[src/rtl/mult_seq.sv]
// mult_seq: sequential shift-add multiplier with signed/unsigned modes,
// early termination once the remaining multiplier bits are zero, and a
// busy/done/ack handshake. Done is held until ack, or until DONE_HOLD
// cycles have elapsed when DONE_HOLD > 0.
//
// Ports
//   clk          rising-edge clock
//   reset        asynchronous active-low reset
//   init         start request, sampled only in IDLE
//   signed_mode  1 = two's-complement operands, latched together with init
//   op_A, op_B   multiplicand / multiplier, sampled in LOAD
//   ack          result consumed, honoured only in DONE
//   busy         high in LOAD, RUN and FIX (registered)
//   done         high in DONE only (registered)
//   result       2*WIDTH product, updated only on FIX->DONE
//
// state | meaning
// ------+----------------------------------------------------------
// IDLE  | waiting for init
// LOAD  | capture operand magnitudes and product sign
// RUN   | one multiplier bit per cycle, exits when no bits remain
// FIX   | apply sign to the magnitude product and register it
// DONE  | result valid; leave on ack or hold-timer expiry
module mult_seq #(
  parameter int WIDTH     = 16,
  parameter int DONE_HOLD = 30
) (
  input  logic               clk,
  input  logic               reset,
  input  logic               init,
  input  logic               signed_mode,
  input  logic [WIDTH-1:0]   op_A,
  input  logic [WIDTH-1:0]   op_B,
  input  logic               ack,
  output logic               busy,
  output logic               done,
  output logic [2*WIDTH-1:0] result
);

  localparam int RW    = 2 * WIDTH;
  localparam int CNT_W = (DONE_HOLD > 0) ? $clog2(DONE_HOLD + 1) : 1;
  // Hold timer is a down-counter: loaded with DONE_HOLD-1 on entry to DONE,
  // so terminal count zero falls on the DONE_HOLD-th cycle of done.
  localparam logic [CNT_W-1:0] HOLD_LOAD =
    (DONE_HOLD > 0) ? CNT_W'(DONE_HOLD - 1) : '0;

  typedef enum logic [2:0] {
    S_IDLE,
    S_LOAD,
    S_RUN,
    S_FIX,
    S_DONE
  } state_t;

  state_t           state_q, state_d;
  logic             mode_q, mode_d;
  logic             neg_q, neg_d;
  logic [RW-1:0]    a_q, a_d;
  logic [WIDTH-1:0] b_q, b_d;
  logic [RW-1:0]    acc_q, acc_d;
  logic [RW-1:0]    result_q, result_d;
  logic             done_q, done_d;
  logic             busy_q, busy_d;
  logic [CNT_W-1:0] hold_q, hold_d;

  logic [WIDTH-1:0] mag_a;
  logic [WIDTH-1:0] mag_b;
  logic [WIDTH-1:0] b_shr;

  // Magnitude of the most negative value wraps to 2^(W-1), which is exactly
  // its unsigned magnitude, so no extra bit is needed.
  always_comb begin
    mag_a = (mode_q && op_A[WIDTH-1]) ? (WIDTH'(0) - op_A) : op_A;
    mag_b = (mode_q && op_B[WIDTH-1]) ? (WIDTH'(0) - op_B) : op_B;
    b_shr = b_q >> 1;
  end

  always_comb begin
    state_d  = state_q;
    mode_d   = mode_q;
    neg_d    = neg_q;
    a_d      = a_q;
    b_d      = b_q;
    acc_d    = acc_q;
    result_d = result_q;
    hold_d   = hold_q;

    case (state_q)
      S_IDLE: begin
        if (init) begin
          mode_d  = signed_mode;
          state_d = S_LOAD;
        end
      end
      S_LOAD: begin
        a_d     = {{WIDTH{1'b0}}, mag_a};
        b_d     = mag_b;
        acc_d   = '0;
        neg_d   = mode_q & (op_A[WIDTH-1] ^ op_B[WIDTH-1]);
        state_d = (mag_b == '0) ? S_FIX : S_RUN;
      end
      S_RUN: begin
        if (b_q[0]) acc_d = acc_q + a_q;
        a_d = a_q << 1;
        b_d = b_shr;
        if (b_shr == '0) state_d = S_FIX;
      end
      S_FIX: begin
        result_d = neg_q ? (RW'(0) - acc_q) : acc_q;
        hold_d   = HOLD_LOAD;
        state_d  = S_DONE;
      end
      S_DONE: begin
        // ack and timeout together still produce a single exit to IDLE
        if (ack) begin
          state_d = S_IDLE;
        end else if ((DONE_HOLD > 0) && (hold_q == '0)) begin
          state_d = S_IDLE;
        end else begin
          hold_d = hold_q - 1'b1;
        end
      end
      default: state_d = S_IDLE;
    endcase

    done_d = (state_d == S_DONE);
    busy_d = (state_d == S_LOAD) || (state_d == S_RUN) || (state_d == S_FIX);
  end

  always_ff @(posedge clk or negedge reset) begin
    if (!reset) begin
      state_q  <= S_IDLE;
      mode_q   <= 1'b0;
      neg_q    <= 1'b0;
      a_q      <= '0;
      b_q      <= '0;
      acc_q    <= '0;
      result_q <= '0;
      done_q   <= 1'b0;
      busy_q   <= 1'b0;
      hold_q   <= '0;
    end else begin
      state_q  <= state_d;
      mode_q   <= mode_d;
      neg_q    <= neg_d;
      a_q      <= a_d;
      b_q      <= b_d;
      acc_q    <= acc_d;
      result_q <= result_d;
      done_q   <= done_d;
      busy_q   <= busy_d;
      hold_q   <= hold_d;
    end
  end

  assign busy   = busy_q;
  assign done   = done_q;
  assign result = result_q;

endmodule

[config.mk]
export PLATFORM = sky130hd
export DESIGN_NAME = mult_seq
export DESIGN_NICKNAME = d
export VERILOG_FILES = /design/src/rtl/mult_seq.sv
export SDC_FILE = /design/constraint.sdc
export NUM_CORES = 1
export LEC_CHECK = 0
export CAP_MARGIN = 25
export CORE_MARGIN = 4
export CORE_UTILIZATION = 58
export DETAILED_ROUTE_END_ITERATION = 8
export GPL_TIMING_DRIVEN = 0
export PLACE_DENSITY = 0.81
export SETUP_SLACK_MARGIN = 0.02
export SLEW_MARGIN = 20
export SYNTH_ARGS = -nofsm -noshare
export SYNTH_HDL_FRONTEND = slang
export SYNTH_SLANG_ARGS = --single-unit
[constraint.sdc]
create_clock -name clk -period 3.4 [get_ports clk]
set_input_delay 0.34 -clock clk [delete_from_list [all_inputs] [get_ports clk]]
set_output_delay 0.34 -clock clk [all_outputs]
set_load 0.01 [all_outputs]
==> flow_metrics.env <==
export IMPL_outcome="completed"
export IMPL_path_class="flip-flop to flip-flop"
export IMPL_synth_mux_area_fraction_pct=0.686
export IMPL_drt_wl_total_um=20100
export IMPL_max_clock_path_buffers=2
export IMPL_synth_simple_area_share_pct=14.9
export IMPL_number_of_drc_markers_after_the_initial_detailed_route_iteration=644
export IMPL_synth_adder_area_share_pct=6.29
export IMPL_post_synth_xor_area_fraction_pct=9.14
export IMPL_io_pin_count=71
export IMPL_cp_data_arrival_time_ns=3.52
export IMPL_layout_commonest_cell="dfrtp_1"
export IMPL_cts_sinks=124
export IMPL_first_global_vias=6621
export IMPL_dominantRegCellSynth="dfrtp_1"
export IMPL_critPathMaxFanout=4
export IMPL_grt_antenna_before_repair=0
export IMPL_dominant_combinational_cell_family_by_area_after_synthesis="compound AO/OA/AOI/OAI gates"
export IMPL_top_cells_by_area_in_the_synthesized_netlist="dfrtp_1 (42%), o21ai_0 (7.6%), ha_1 (6.0%)"
export IMPL_finish_net_count=976
export IMPL_io_buffer_count=70
export IMPL_core_area_sq_mm=0.0126
export IMPL_synth_seq_area_share_pct=41.5
export IMPL_gate_count_post_synth=811
export IMPL_clkSlewWorstSetupHoldPaths_ns=0.05
export IMPL_grt_use_total_pct=28.4
export IMPL_power_per_cell_area_mw_per_mm2=926
export IMPL_ys_async_sr_fraction_pct=100
export IMPL_slew_headroom_pct=40.3
export IMPL_worstSkewPairLatency_ns=0.42
export IMPL_die_width_um=122
export IMPL_cts_made_buffers=17
export IMPL_wire_per_inst_um=18.6
export IMPL_number_of_enable_type_register_cells_in_the_synthesized_netlist=0
export IMPL_postSynthAreaPerCell_sq_um=9.22
export IMPL_synth_seq_cells=124
export IMPL_cts_root_buffer="clkbuf_16"
export IMPL_drtAntennaViolNets=0
export IMPL_worstMarginPinSlew_ns=0.883
export IMPL_yosys_warnings=0
export IMPL_vias_per_cell=6.35
export IMPL_vias=6891
export IMPL_antenna_diode_count=0
export IMPL_setup_slack_ns=0.166
export IMPL_detailed_routing_iteration_count_for_the_pre_antenna_repair_pass=5
export IMPL_cts_htree_levels=4
export IMPL_die_h_um=122
export IMPL_initial_core_util_pct=59.2
export IMPL_rrSetupSlack_ns=0.17
export IMPL_detail_route_drc_violations=0
export IMPL_place_worst_setup_slack_ns=0.0523
export IMPL_skew_ns=0.00507
export IMPL_peak_supply_drop_mv=0.409
export IMPL_core_util_final_pct=71.9
export IMPL_drive_gt1_share_pct=5.14
export IMPL_max_freq_mhz=309
export IMPL_synth_cell_type_count=59
export IMPL_tritoncts="built"
export IMPL_synthDominantCellAreaShare_pct=41.5
export IMPL_grt_remaining_overflow=0
export IMPL_num_rows=41
export IMPL_power_leakage_nw=4.04
export IMPL_maxSlewViolCount=0
export IMPL_flow_area_growth_from_synthesis_pct=21.5
export IMPL_finalSetupViolCount=0
export IMPL_critical_path_endpoint_type="flip-flop"
export IMPL_hold_viol_final=0
export IMPL_worst_ep_required_time_ns=3.68
export IMPL_area_fraction_in_compound_gates_after_synthesis_pct=24.6
export IMPL_fp_dieArea_sq_mm=0.0148
export IMPL_period_needed_ns=3.23
export IMPL_layout_common_cells="dfrtp_1 (124), o21ai_0 (113), nand2_1 (92)"
export IMPL_grt_start_max_net_pins=69
export IMPL_final_period_utilization_pct=95.1
export IMPL_place_congestion=0.950
export IMPL_hold_class="primary input to asynchronous set/reset pin"
export IMPL_timing_max_cap_violations=0
export IMPL_synth_top_cell_by_area="dfrtp_1"
export IMPL_post_cts_setup_buffers=0
export IMPL_unrepaired_setup_endpoints_after_global_routing="no"
export IMPL_wire_length_of_the_first_global_routing_pass_um=33200
export IMPL_cp_start_kind="flip-flop"
export IMPL_post_synth_instance_area_sq_mm=0.00747
export IMPL_detailedPlacementHpwl_um=15000
export IMPL_mappedNetlistNets=885
## worst max-delay path, stage by stage (launching register included)
cell and delay [ns]:
dfrtp_1 0.43, ha_1 0.27, fa_1 0.41, a21oi_1 0.15, nor2b_1 0.08, a311o_1 0.40
a22o_1 0.27, a221o_1 0.38, a21oi_2 0.23, o21ai_0 0.14, xnor2_1 0.23, o21ai_0 0.11
## metal layers
| metal | GRT usage (%) | vias up | wire length [um] |
|---|---|---|---|
| met4 | 10.4 | 0 | 518 |
| li1 | - | 3184 | - |
| met1 | 39.5 | 3343 | 8800 |
| met3 | 5.36 | 52 | 1540 |
| met5 | 0 | - | 0 |
| met2 | 44.6 | 312 | 9300 |
## registers in the layout, indices dropped and copies added, names as in the netlist
| name | count |
|---|---|
| hold_q | 5 |
| result | 32 |
| state_q | 3 |
| done | 1 |
| neg_q | 1 |
| mode_q | 1 |
| b_q | 16 |
| busy | 1 |
| acc_q | 32 |
| a_q | 32 |
## cell usage after synthesis, types with 3 or more instances
library cell	instances
nor3_1	9
o21a_1	5
or2_2	4
a31oi_1	4
xnor2_1	29
or4_1	6
o21ai_0	114
buf_1	5
nand4_1	4
inv_1	18
o31ai_1	16
nor4_1	8
a211oi_1	5
a21o_1	16
o211ai_1	3
a22o_1	17
and2_1	7
or4_4	3
a22oi_1	29
o41ai_1	8
nand3_1	35
ha_1	36
nor2b_1	6
a21boi_0	3
nand2b_1	5
nor2_1	25
a21oi_1	32
a2111oi_0	3
a221o_1	5
clkbuf_1	34
mux2i_1	4
and3_1	9
dfrtp_1	124
or3_1	7
nand2_1	92
o21bai_1	3
xor2_1	49
## kinds of logic (layout without fill, tap and decap cells)
group	count (synthesis)	after routing
XOR/XNOR	78	78
multiplexers	5	5
adder cells (fa/ha/maj)	37	37
AND/OR/NAND/NOR	227	227
flip-flops	124	124
buffers and inverters	57	160
AO/OA/AOI/OAI	283	283
## timing repair
action                     4_1_cts  5_1_grt
hold endpoints to repair        56        0
setup endpoints to repair        0        8
resized for setup                0        9
hold buffers                     1        0
## final timing paths
| check | startpoint | endpoint | cells past startpoint |
|---|---|---|---|
| max | a_q[0] | acc_q[24] | 11 |
| min | reset | hold_q[2] | 2 |
| max reg2reg | a_q[0] | acc_q[24] | 11 |
| min reg2reg | result[15] | result[15] | 2 |
| max in group asynchronous | reset | a_q[27] | 3 |
| min in group clk | result[15] | result[15] | 2 |
## through the flow
step,power (mW),cells,TNS [ns],instance area (sq um),hold WS (ns)
5_1_grt,8.98,1086,0,9080,0.501
4_1_cts,8.33,1086,0,9040,0.469
3_5_place_dp,6.41,1054,0,8420,0.330
2_1_floorplan,5.09,811,0,7470,0.0444
3_3_place_gp,6.23,1053,-311.26,8390,0.464
6_report,8.40,1086,0,9080,0.454
## power by group
group / switching (mW) / internal [mW]
Clock: 0.618 / 1.26
Combinational: 2.27 / 1.64
Sequential: 0.598 / 2.02
Total: 3.48 / 4.92
## final cells by class
class                      instances  area [sq um]
timing repair buffer              72           739
fill                             966          3540
tap                              172           215
clock buffer                      24           472
clock inverter                     7           138
inverter                          18          67.6
multi-input combinational        630          4200
buffer                            39           146
sequential                       124          3100
Power figures use the tool's default switching activity.
